## src/rtl/mem_arbiter_pkg.sv

```systemverilog
// Types and constants shared by the unified-memory arbiter, its interface and its sub-module.
package mem_arbiter_pkg;

    localparam int ADDR_W_DEF = 32;
    localparam int DATA_W_DEF = 32;
    localparam int MAX_LAT    = 4;
    localparam int CNT_W      = 2;

    typedef logic [ADDR_W_DEF-1:0] addr_t;
    typedef logic [DATA_W_DEF-1:0] data_t;

    typedef enum logic {
        ARB_STATE__IDLE,
        ARB_STATE__BUSY
    } arb_state_t;

    typedef enum logic {
        REQUESTER__CORE,
        REQUESTER__DBG
    } requester_t;

endpackage

```

## src/rtl/mem_arbiter_if.sv

```systemverilog
// One requester port of the memory arbiter: request fields, ready, and the read/ack response.
interface mem_arbiter_if #(
    parameter int ADDR_W = 32,
    parameter int DATA_W = 32
);
    logic              req;
    logic              we;
    logic [ADDR_W-1:0] addr;
    logic [DATA_W-1:0] wdata;
    logic              ready;
    logic              rvalid;
    logic [DATA_W-1:0] rdata;

    modport master (
        output req, we, addr, wdata,
        input  ready, rvalid, rdata
    );

    modport slave (
        input  req, we, addr, wdata,
        output ready, rvalid, rdata
    );
endinterface

```

## src/rtl/mem_arbiter_rr_arbiter2.sv

```systemverilog
// Two-way round-robin grant; the requester that did not win last time wins a conflict.
module rr_arbiter2
    import mem_arbiter_pkg::*;
(
    input  logic       clk,
    input  logic       reset,
    input  logic       en,
    input  logic       req_core,
    input  logic       req_dbg,
    output logic       gnt_valid,
    output requester_t gnt_id,
    output logic       gnt_core,
    output logic       gnt_dbg
);
    requester_t last_grant;

    always_comb begin
        gnt_id = REQUESTER__CORE;
        if (req_core && req_dbg) begin
            gnt_id = (last_grant == REQUESTER__CORE) ? REQUESTER__DBG : REQUESTER__CORE;
        end else if (req_dbg) begin
            gnt_id = REQUESTER__DBG;
        end
    end

    assign gnt_valid = en && (req_core || req_dbg);
    assign gnt_core  = gnt_valid && (gnt_id == REQUESTER__CORE);
    assign gnt_dbg   = gnt_valid && (gnt_id == REQUESTER__DBG);

    // Reset to DBG so the core wins the first conflict.
    always_ff @(posedge clk or negedge reset) begin
        if (!reset) begin
            last_grant <= REQUESTER__DBG;
        end else if (gnt_valid) begin
            last_grant <= gnt_id;
        end
    end
endmodule

```

## src/rtl/mem_arbiter.sv

```systemverilog
// Serialises core and debug/loader accesses onto one memory, sequencing its fixed read latency.
module mem_arbiter
    import mem_arbiter_pkg::*;
#(
    parameter int ADDR_W  = $bits(addr_t),
    parameter int DATA_W  = $bits(data_t),
    parameter int MEM_LAT = 1
) (
    input  logic              clk,
    input  logic              reset,
    mem_arbiter_if.slave      core,
    mem_arbiter_if.slave      dbg,
    output logic [ADDR_W-1:0] mem_addr,
    output logic              mem_we,
    output logic [DATA_W-1:0] mem_wdata,
    input  logic [DATA_W-1:0] mem_rdata
);
    if (MEM_LAT < 1 || MEM_LAT > MAX_LAT) begin : g_bad_mem_lat
        $error("mem_arbiter: MEM_LAT must be in 1..4");
    end

    arb_state_t        state;
    requester_t        owner;
    logic              owner_we;
    logic [CNT_W-1:0]  lat_cnt;
    logic              core_rvalid_q;
    logic              dbg_rvalid_q;
    logic [DATA_W-1:0] core_rdata_q;
    logic [DATA_W-1:0] dbg_rdata_q;
    logic              gnt_valid;
    logic              gnt_core;
    logic              gnt_dbg;
    requester_t        gnt_id;

    rr_arbiter2 u_rr (
        .clk       (clk),
        .reset     (reset),
        .en        (state == ARB_STATE__IDLE),
        .req_core  (core.req),
        .req_dbg   (dbg.req),
        .gnt_valid (gnt_valid),
        .gnt_id    (gnt_id),
        .gnt_core  (gnt_core),
        .gnt_dbg   (gnt_dbg)
    );

    assign core.ready  = gnt_core;
    assign dbg.ready   = gnt_dbg;
    assign core.rvalid = core_rvalid_q;
    assign dbg.rvalid  = dbg_rvalid_q;
    assign core.rdata  = core_rdata_q;
    assign dbg.rdata   = dbg_rdata_q;

    always_ff @(posedge clk or negedge reset) begin
        if (!reset) begin
            state         <= ARB_STATE__IDLE;
            owner         <= REQUESTER__CORE;
            owner_we      <= 1'b0;
            lat_cnt       <= '0;
            mem_addr      <= '0;
            mem_we        <= 1'b0;
            mem_wdata     <= '0;
            core_rvalid_q <= 1'b0;
            dbg_rvalid_q  <= 1'b0;
            core_rdata_q  <= '0;
            dbg_rdata_q   <= '0;
        end else begin
            core_rvalid_q <= 1'b0;
            dbg_rvalid_q  <= 1'b0;
            case (state)
                ARB_STATE__IDLE: begin
                    if (gnt_valid) begin
                        if (gnt_id == REQUESTER__CORE) begin
                            mem_addr  <= core.addr;
                            mem_we    <= core.we;
                            mem_wdata <= core.wdata;
                            owner_we  <= core.we;
                        end else begin
                            mem_addr  <= dbg.addr;
                            mem_we    <= dbg.we;
                            mem_wdata <= dbg.wdata;
                            owner_we  <= dbg.we;
                        end
                        owner   <= gnt_id;
                        lat_cnt <= CNT_W'(MEM_LAT - 1);
                        state   <= ARB_STATE__BUSY;
                    end
                end
                ARB_STATE__BUSY: begin
                    // The write commits at the edge ending the first BUSY cycle.
                    mem_we <= 1'b0;
                    if (lat_cnt == '0) begin
                        state <= ARB_STATE__IDLE;
                        if (owner == REQUESTER__CORE) begin
                            core_rvalid_q <= 1'b1;
                            if (!owner_we) core_rdata_q <= mem_rdata;
                        end else begin
                            dbg_rvalid_q <= 1'b1;
                            if (!owner_we) dbg_rdata_q <= mem_rdata;
                        end
                    end else begin
                        lat_cnt <= lat_cnt - CNT_W'(1);
                    end
                end
                default: state <= ARB_STATE__IDLE;
            endcase
        end
    end
endmodule
```

## src/flat_wrapper.sv

```systemverilog
// flat-port wrapper written by rule: the top's interface ports become plain ports
module mem_arbiter_flat import mem_arbiter_pkg::*;
#(
    parameter int ADDR_W  = $bits(addr_t),
    parameter int DATA_W  = $bits(data_t),
    parameter int MEM_LAT = 1
)
  (clk, reset, mem_addr, mem_we, mem_wdata, mem_rdata, core_req, core_we, core_addr, core_wdata, core_ready, core_rvalid, core_rdata, dbg_req, dbg_we, dbg_addr, dbg_wdata, dbg_ready, dbg_rvalid, dbg_rdata);
  mem_arbiter_if #(.ADDR_W(ADDR_W), .DATA_W(DATA_W)) core_i ();
  mem_arbiter_if #(.ADDR_W(ADDR_W), .DATA_W(DATA_W)) dbg_i ();
  input  logic clk;
  input  logic reset;
  output logic [ADDR_W-1:0] mem_addr;
  output logic mem_we;
  output logic [DATA_W-1:0] mem_wdata;
  input  logic [DATA_W-1:0] mem_rdata;
  input wire logic [$bits(core_i.req)-1:0] core_req;
  input wire logic [$bits(core_i.we)-1:0] core_we;
  input wire logic [$bits(core_i.addr)-1:0] core_addr;
  input wire logic [$bits(core_i.wdata)-1:0] core_wdata;
  output wire logic [$bits(core_i.ready)-1:0] core_ready;
  output wire logic [$bits(core_i.rvalid)-1:0] core_rvalid;
  output wire logic [$bits(core_i.rdata)-1:0] core_rdata;
  input wire logic [$bits(dbg_i.req)-1:0] dbg_req;
  input wire logic [$bits(dbg_i.we)-1:0] dbg_we;
  input wire logic [$bits(dbg_i.addr)-1:0] dbg_addr;
  input wire logic [$bits(dbg_i.wdata)-1:0] dbg_wdata;
  output wire logic [$bits(dbg_i.ready)-1:0] dbg_ready;
  output wire logic [$bits(dbg_i.rvalid)-1:0] dbg_rvalid;
  output wire logic [$bits(dbg_i.rdata)-1:0] dbg_rdata;
  assign core_i.req = core_req;
  assign core_i.we = core_we;
  assign core_i.addr = core_addr;
  assign core_i.wdata = core_wdata;
  assign core_ready = core_i.ready;
  assign core_rvalid = core_i.rvalid;
  assign core_rdata = core_i.rdata;
  assign dbg_i.req = dbg_req;
  assign dbg_i.we = dbg_we;
  assign dbg_i.addr = dbg_addr;
  assign dbg_i.wdata = dbg_wdata;
  assign dbg_ready = dbg_i.ready;
  assign dbg_rvalid = dbg_i.rvalid;
  assign dbg_rdata = dbg_i.rdata;
  mem_arbiter #(.ADDR_W(ADDR_W), .DATA_W(DATA_W), .MEM_LAT(MEM_LAT)) u_core (.clk(clk), .reset(reset), .core(core_i), .dbg(dbg_i), .mem_addr(mem_addr), .mem_we(mem_we), .mem_wdata(mem_wdata), .mem_rdata(mem_rdata));
endmodule
```

## config.mk

```make
export PLATFORM = sky130hd
export DESIGN_NAME = mem_arbiter_flat
export DESIGN_NICKNAME = d
export VERILOG_FILES = /design/src/rtl/mem_arbiter_pkg.sv /design/src/rtl/mem_arbiter_if.sv /design/src/rtl/mem_arbiter_rr_arbiter2.sv /design/src/rtl/mem_arbiter.sv /design/src/flat_wrapper.sv
export SDC_FILE = /design/constraint.sdc
export NUM_CORES = 1
export LEC_CHECK = 0
export CORE_ASPECT_RATIO = 0.9
export CORE_UTILIZATION = 43
export DETAILED_ROUTE_END_ITERATION = 10
export GPL_TIMING_DRIVEN = 0
export PLACE_DENSITY = 0.86
export SKIP_CTS_REPAIR_TIMING = 1
export SLEW_MARGIN = 20
export SYNTH_ARGS = -nofsm -noshare
export SYNTH_HDL_FRONTEND = slang
export SYNTH_HIERARCHICAL = 1
export SYNTH_SLANG_ARGS = --single-unit
```

## constraint.sdc

```tcl
create_clock -name clk -period 2.4 [get_ports clk]
set_input_delay 0.6 -clock clk [delete_from_list [all_inputs] [get_ports clk]]
set_output_delay 0.6 -clock clk [all_outputs]
set_load 0.02 [all_outputs]
```

==> results of run 1 <==
-- routing by layer --
layer / wire, um / part of all wire [%] / vias to the layer above
met2: 8600 / 51 / 208
li1: - / - / 2205
met3: 1190 / 7.1 / 27
met5: 0 / 0 / -
met1: 6760 / 40 / 2256
met4: 317 / 1.9 / 0
-- registers in the layout, indices dropped and copies added, names as in the netlist --
| name | cells |
|---|---|
| u_core/core.rdata | 32 |
| u_core/dbg.rdata | 32 |
| u_core/mem_addr | 32 |
| u_core/mem_wdata | 32 |
| u_core/lat_cnt | 2 |
| u_core/core.rvalid | 1 |
| u_core/dbg.rvalid | 1 |
| u_core/mem_we | 1 |
| u_core/owner | 1 |
| u_core/owner_we | 1 |
| u_core/state | 1 |
| u_core/u_rr/last_grant | 1 |
-- layout make-up --
| type | instances | area (um^2) | area share [%] |
|---|---|---|---|
| Sequential cell | 137 | 3430 | 35.3 |
| Timing Repair Buffer | 299 | 3020 | 31.1 |
| Multi-Input combinational cell | 282 | 2220 | 22.9 |
| Clock buffer | 19 | 443 | 4.56 |
| Buffer | 30 | 213 | 2.19 |
| Tap cell | 168 | 210 | 2.17 |
| Clock inverter | 13 | 151 | 1.56 |
| Inverter | 4 | 15.0 | 0.155 |
-- through the flow --
step / hold WS (ns) / util [%] / setup WS, ns / instance area (um^2)
after floorplan: 0.304 / - / 0.717 / 5880
after global placement: 0.462 / 67.9 / -4.43 / 9070
after detailed placement: 0.470 / 68.1 / -0.254 / 9100
after CTS: 0.0695 / 72.6 / -0.271 / 9700
after global routing: 0.0722 / 72.6 / 0.0309 / 9700
final: 0.0687 / 72.6 / 0.122 / 9700
-- where the power goes --
group	total, mW	internal, mW	switching [mW]
registers	4.15	3.49	0.662
clock network	2.59	1.65	0.944
logic	6.69	3.41	3.28
total	13.4	8.55	4.89
-- critical path: stages --
cell and delay [ns]:
clkdlybuf4s50_1 0.52, a21boi_2 0.19, and2_1 0.13, dlymetal6s2s_1 0.24
-- how the worst min path moves through the flow --
stage / endpoint / slack [ns] / depth (start not counted)
after floorplan: u_core/core.rdata[0] / 0.30 / 0
after global placement: u_core/mem_addr[19] / 0.46 / 2
after detailed placement: u_core/mem_wdata[17] / 0.47 / 2
after CTS: u_core/dbg.rdata[12] / 0.07 / 1
after global routing: u_core/dbg.rdata[12] / 0.07 / 1
final: u_core/dbg.rdata[12] / 0.07 / 1
-- cell usage after synthesis (all sizes together) --
library cell | count | area, um^2
mux2i | 66 | 661
nor3 | 1 | 16.3
mux2 | 65 | 845
nand2b | 2 | 15.0
nor2 | 3 | 11.3
ha | 1 | 12.5
inv | 4 | 15.0
nand2 | 68 | 255
clkbuf | 8 | 33.8
a21boi | 1 | 11.3
dfrtp | 136 | 3400
o21a | 1 | 7.51
a21oi | 3 | 15.0
o22ai | 1 | 6.26
and3 | 1 | 11.3
buf | 22 | 179
a211oi | 1 | 7.51
dfstp | 1 | 26.3
a22o | 1 | 8.76
o21ai | 65 | 325
and2 | 1 | 6.26
a31oi | 1 | 6.26
-- cells by family after synthesis --
group | count (synthesis) | synth area share (%)
flops | 137 | 58.3
mux | 131 | 25.6
simple gates | 76 | 5.36
compound gates | 74 | 6.60
buf+inv | 34 | 3.87
fa+ha+maj | 1 | 0.213
==> results_dict.tcl, run 1 <==
set metrics [dict create \
    n_antenna_cell 0 \
    wl_um 16900 \
    final_antenna_net_count 0 \
    slew_violations 0 \
    io_pins 299 \
    dr_total_vias 4696 \
    crit_type "in -> out" \
    gp_congestion 0.764 \
    crit_path_end_kind "output pin" \
    p_leak_nw 4.32 \
    slew_headroom_pct 69.3 \
    final_cell_mix "295 x clkdlybuf4s50_1, 136 x dfrtp_1, 68 x nand2_1, 66 x mux2i_1, 65 x o21ai_0" \
    grt_pass1_wl_um 26700 \
    finalClockSkew_ns 0.00979 \
    drt_iter0_markers 198 \
    final_hold_viol_count 0 \
    grtUsageTotal_pct 24.7 \
    dp.cells 920 \
    drc 20 \
    cts_tree "done" \
    total_power_mw 13.4 \
    area_growth_pct 65.1 \
    insertion_delay_ns 0.41 \
    grt_overflow_total 0 \
    dieHeight_um 113 \
    timing.fmax_mhz 439 \
    clk_path_buf_depth 2 \
    post-dp-hpwl_um 12800 \
    busiest_layer "met2" \
    grt_max_degree 94 \
    grtUsageMet2_pct 43.5 \
    use_met3_pct 7.57 \
    fin_crit_ns 2.28 \
    syn_nets 620 \
    floorplan.initialDensity_pct 44.0 \
    synth_cell_type_count 29 \
    core-area_um2 13400 \
    syn_inst 453 \
    dieWidth_um 125 \
    syn_area_per_cell_um2 13.0 \
    root_buffer "clkbuf_16" \
    yosysWarnings 6 \
    reg2reg_to "u_core/core.rdata[13]" \
    ff2ff_setup_slack_ns 0.51 \
    crit_path_end "dbg_ready" \
    syn_area_um2 5880 \
    io_buffers 298 \
    cp_max_fo 4 \
    final.setup.tns_ns 0 \
    start_kind "primary input" \
    fill_cells 893 \
    row_count 40 \
    final_common_cell "clkdlybuf4s50_1" \
    synth_seq_cells 137 \
    crit-reg2reg-launch "u_core/lat_cnt[0]" \
    outcome "finished with violations" \
    period_share_pct 94.9 \
    clk_pin_slew_ns 0.06 \
    grtUsageMet1_pct 28.7 \
    grt_pass1_vias 4958 \
    max-vdd-ir-drop_mv 0.726 \
    violations "DRC" \
    layout-drive-gt1-share_pct 15.8 \
    viasPerCell 4.93 \
    wire_per_inst_um 17.7 \
    cap_violations 0 \
    rr_worst_depth 6 \
    htreeDepth 4 \
    fin_nets 938 \
    rsz0062_at_grt "false" \
    setup_viol 0 \
    tightest_slew_ns 0.461 \
    fp.dieArea_um2 14100 \
    antenna_found_initial 0 \
    worstPathRequired_ns 1.80 \
    drtPass1Iterations 9 \
    hold_path.class "in -> async" \
    numCtsBuffers 17 \
    instances_no_fill 952 \
    cts_sinks 137 \
    p_per_area_nw_per_um2 1390 \
    worstPathArrival_ns 1.68 \
    ys_seq_area_share_pct 58.3 \
    critical_path.startpoint "dbg_req" \
]
Note: power is estimated with default switching activity, not from simulation.
==> inputs of run 2 (changes only) <==
--- a/config.mk
+++ b/config.mk
@@ -5,11 +5,13 @@
 export SDC_FILE = /design/constraint.sdc
 export NUM_CORES = 1
 export LEC_CHECK = 0
+export CELL_PAD_IN_SITES_DETAIL_PLACEMENT = 1
+export CELL_PAD_IN_SITES_GLOBAL_PLACEMENT = 2
 export CORE_ASPECT_RATIO = 0.9
-export CORE_UTILIZATION = 43
+export CORE_UTILIZATION = 26
 export DETAILED_ROUTE_END_ITERATION = 10
 export GPL_TIMING_DRIVEN = 0
-export PLACE_DENSITY = 0.86
+export PLACE_DENSITY_LB_ADDON = 0.1
 export SKIP_CTS_REPAIR_TIMING = 1
 export SLEW_MARGIN = 20
 export SYNTH_ARGS = -nofsm -noshare
==> results_dict.tcl, run 2 (same netlist as run 1, synthesis figures left out) <==
set metrics [dict create \
    p_seq_share_pct 30.9 \
    final_antenna_net_count 0 \
    cp_max_fo 4 \
    io_buffers 298 \
    worstPathArrival_ns 1.69 \
    critPathMaxStageDelay_ns 0.53 \
    wire_per_inst_um 17.1 \
    insertion_delay_ns 0.42 \
    slowest_stage "clkdlybuf4s50_1" \
    worstPathRequired_ns 1.80 \
    grtUsageMet2_pct 27.5 \
    p_switching_mw 5.01 \
    n_antenna_cell 0 \
    area_growth_pct 67.3 \
    io_pins 299 \
    dpl-instance-area_um2 9260 \
    root_buffer "clkbuf_16" \
    busiest_layer "met2" \
    p_clk_share_pct 18.9 \
    critPathTopFamily "buffers and inverters" \
    p_leak_nw 4.30 \
    setup_viol 0 \
    htreeDepth 4 \
    layout-drive-gt1-share_pct 15.9 \
    slew_violations 0 \
    grt_overflow_total 0 \
    floorplan.initialDensity_pct 26.9 \
    fin_crit_ns 2.29 \
    finalClockSkew_ns 0.0124 \
    dieHeight_um 145 \
    hold_path.class "in -> async" \
    fp.dieArea_um2 23200 \
    drtPass1Iterations 4 \
    grt_pass1_wl_um 28600 \
    grtUsageTotal_pct 16.1 \
    fin_nets 938 \
    holdWs_ns 0.0607 \
    max-vdd-ir-drop_mv 0.517 \
    cts_tree "done" \
    pwr-share-comb_pct 50.2 \
    final_common_cell "clkdlybuf4s50_1" \
    cts_sinks 137 \
    tightest_slew_ns 0.508 \
    wl_um 18400 \
    start_kind "primary input" \
    core-area_um2 21900 \
    setup_slack_ns 0.109 \
    crit_buf_inv 2 \
    dieWidth_um 160 \
    dp_slack_ns -0.282 \
    final_hold_viol_count 0 \
    crit_type "in -> out" \
    use_met3_pct 5.76 \
    drt_iter0_markers 138 \
    post-dp-hpwl_um 14100 \
    swShare_pct 37.7 \
    utilization_pct 44.9 \
    timing.fmax_mhz 437 \
    intPower_mw 8.29 \
    rsz0062_at_grt "false" \
    crit_chain "clkdlybuf4s50_1, a21boi_2, and2_1, dlymetal6s2s_1" \
    period_share_pct 95.4 \
    clk_path_buf_depth 2 \
    row_count 51 \
    final_cell_mix "295 x clkdlybuf4s50_1, 136 x dfrtp_1, 68 x nand2_1, 66 x mux2i_1, 65 x o21ai_0" \
    antenna_found_initial 0 \
    outcome "finished, final reports clean" \
    gp_congestion 0.765 \
    dr_total_vias 4681 \
    final_cell_area_um2 9830 \
    drc 0 \
    cap_violations 0 \
    viasPerCell 4.35 \
    crit_path_end_kind "output pin" \
    grtUsageMet1_pct 19.3 \
    numCtsBuffers 17 \
    clk_pin_slew_ns 0.07 \
    p_per_area_nw_per_um2 1350 \
    grt_pass1_vias 5110 \
    slew_headroom_pct 66.2 \
    grt_max_degree 95 \
]
run 2: changes by cell type in the layout (fill, tap and decap cells not counted):
cell / change
clkinv_4: +2
clkbuf_1: -1
clkinvlp_4: +1
inv_8: +3
bufinv_16: -3
inv_6: +3
clkinv_8: +1
clkinv_2: -6
run 2: cell type report:
| type | count | area, um^2 |
|---|---|---|
| clock inverters | 14 | 133 |
| multi-input cells | 282 | 2220 |
| flip-flops and latches | 137 | 3430 |
| fillers | 2323 | 12100 |
| repair buffers | 299 | 3020 |
| well taps | 291 | 364 |
| inverters | 4 | 15.0 |
| plain buffers | 30 | 213 |
| clock buffers | 18 | 439 |
run 2: worst paths after layout:
check                      slack [ns]                  from                      to  cells after the start
max                              0.11               dbg_req               dbg_ready                      4
min                              0.06                 reset    u_core/dbg.rdata[24]                      1
max reg2reg                      0.53          u_core/state     u_core/mem_wdata[6]                      7
min reg2reg                      0.48  u_core/mem_wdata[31]    u_core/mem_wdata[31]                      2
max in group asynchronous        1.53                 reset  u_core/u_rr/last_grant                      2
min in group clk                 0.48  u_core/mem_wdata[31]    u_core/mem_wdata[31]                      2
run 2: per-layer routing:
metal / wire, um / share of wire [%]
met5: 0 / 0
met4: 134 / 0.73
met3: 1430 / 7.8
met2: 9190 / 50
met1: 7660 / 42
run 2: power groups by stage:
stage | registers [mW] | logic, mW | clock network [mW]
CTS | 4.13 | 6.80 | 2.60
global route | 4.28 | 7.17 | 2.70
detailed placement | 4.15 | 6.78 | 0
floorplan | 5.44 | 2.15 | 0
finish | 4.11 | 6.68 | 2.51
global placement | 4.08 | 6.68 | 0
run 2: through the flow:
step	instances	total power [mW]	setup TNS [ns]
finish	1075	13.3	0
global route	1075	14.1	0
CTS	1075	13.5	-0.505
detailed placement	1043	10.9	-4.84
global placement	1042	10.8	-679.52
floorplan	453	7.59	0
run 2: worst reg2reg max path, cell delays in order, from the launching register on:
cell and delay, ns:
dfrtp_1 0.32, buf_4 0.15, inv_1 0.09, o21a_1 0.15, nand2b_1 0.18, buf_2 0.29, clkbuf_1 0.38, o21ai_0 0.17
==> inputs of run 3 (changes only) <==
==> constraint.sdc (replaced) <==
create_clock -name clk -period 2.4 [get_ports clk]
set_input_delay 0.48 -clock clk [delete_from_list [all_inputs] [get_ports clk]]
set_output_delay 0.48 -clock clk [all_outputs]
set_load 0.02 [all_outputs]
==> results_dict.tcl, run 3 (same netlist as run 1, synthesis figures left out) <==
set metrics [dict create \
    outcome "finished, final reports clean" \
    gp_congestion 0.765 \
    use_met3_pct 5.76 \
    worstPathArrival_ns 1.57 \
    fin_crit_ns 2.05 \
    drc 0 \
    n_antenna_cell 0 \
    crit_buf_inv 2 \
    wire_per_inst_um 17.1 \
    cts_tree "done" \
    instances_no_fill 1076 \
    final_hold_viol_count 0 \
    layout-drive-gt1-share_pct 15.9 \
    final_cell_area_um2 9840 \
    slew_headroom_pct 66.1 \
    grtUsageMet2_pct 27.5 \
    htreeDepth 4 \
    dp_slack_ns -0.0687 \
    period_share_pct 85.5 \
    p_leak_nw 4.31 \
    grtUsageTotal_pct 16.1 \
    busiest_layer "met2" \
    grt_pass1_wl_um 28600 \
    numCtsBuffers 17 \
    dpl-instance-area_um2 9260 \
    finalClockSkew_ns 0.0124 \
    grtUsageMet1_pct 19.3 \
    cap_violations 0 \
    area_growth_pct 67.5 \
    ff2ff_setup_slack_ns 0.53 \
    io_buffers 298 \
    dieWidth_um 160 \
    grt_pass1_vias 5110 \
    tightest_slew_ns 0.508 \
    clk_pin_slew_ns 0.06 \
    fill_cells 2322 \
    final_antenna_net_count 0 \
    cp_max_fo 4 \
    slew_violations 0 \
    timing.fmax_mhz 488 \
    crit_chain "clkdlybuf4s50_1, a21boi_2, and2_1, dlymetal6s2s_1" \
    fp.dieArea_um2 23200 \
    holdWs_ns 0.481 \
    crit-reg2reg-launch "u_core/state" \
    worstPathRequired_ns 1.92 \
    p_per_area_nw_per_um2 1350 \
    critPathTopFamily "buffers and inverters" \
    core-area_um2 21900 \
    setup_slack_ns 0.349 \
    max-vdd-ir-drop_mv 0.517 \
    final.setup.tns_ns 0 \
    grt_max_degree 95 \
    final_common_cell "clkdlybuf4s50_1" \
    rsz0062_at_grt "false" \
    dieHeight_um 145 \
    root_buffer "clkbuf_16" \
    total_power_mw 13.3 \
    antenna_found_initial 0 \
    drt_iter0_markers 150 \
    hold_path.class "reg -> reg" \
    fin_nets 939 \
    io_pins 299 \
    setup_viol 0 \
    insertion_delay_ns 0.42 \
    final_cell_mix "295 x clkdlybuf4s50_1, 136 x dfrtp_1, 68 x nand2_1, 66 x mux2i_1, 65 x o21ai_0" \
    crit_type "in -> out" \
    dr_total_vias 4677 \
    wl_um 18400 \
    crit_path_end_kind "output pin" \
    clk_path_buf_depth 2 \
    critPathMaxStageDelay_ns 0.53 \
    post-dp-hpwl_um 14100 \
    hp-start "u_core/mem_wdata[31]" \
    utilization_pct 45.0 \
    drtPass1Iterations 4 \
    viasPerCell 4.35 \
    floorplan.initialDensity_pct 26.9 \
    critical_path.startpoint "dbg_req" \
    start_kind "primary input" \
    cts_sinks 137 \
    row_count 51 \
    slowest_stage "clkdlybuf4s50_1" \
    dp.cells 1043 \
    grt_overflow_total 0 \
]
## run 3: cell count changes in the layout (fill, tap and decap cells not counted)
cell,change
dlygate4sd3_1,+1
## run 3: final timing paths
check	depth (start not counted)	end
worst min register to register	2	u_core/mem_wdata[31]
worst max-delay path	4	dbg_ready
max in group asynchronous	3	u_core/u_rr/last_grant
worst max register to register	7	u_core/mem_wdata[6]
worst min-delay path	2	u_core/mem_wdata[31]
min in group asynchronous	2	u_core/dbg.rdata[24]
## run 3: area by class of cell
type                       count  area, um^2  area share [%]
multi-input combinational    282        2220            22.6
tap                          291         364            3.70
clock buffer                  18         439            4.46
sequential                   137        3430            34.8
timing repair buffer         300        3030            30.8
clock inverter                14         133            1.35
buffer                        30         213            2.16
inverter                       4        15.0           0.153
## run 3: worst reg2reg max path: stages, from the launching register on
cell and delay [ns]:
dfrtp_1 0.32, buf_4 0.15, inv_1 0.09, o21a_1 0.15, nand2b_1 0.18, buf_2 0.29, clkbuf_1 0.38, o21ai_0 0.17
## run 3: where the power goes
| group | switching, mW | leakage, nW | internal, mW |
|---|---|---|---|
| Clock | 1.12 | 0.269 | 1.39 |
| Combinational | 3.27 | 2.38 | 3.41 |
| Sequential | 0.623 | 1.66 | 3.48 |
## run 3: routing by layer
layer | vias up | wire length (um)
li1 | 2203 | -
met1 | 2291 | 7700
met2 | 173 | 9200
met3 | 10 | 1390
met4 | 0 | 134
met5 | - | 0
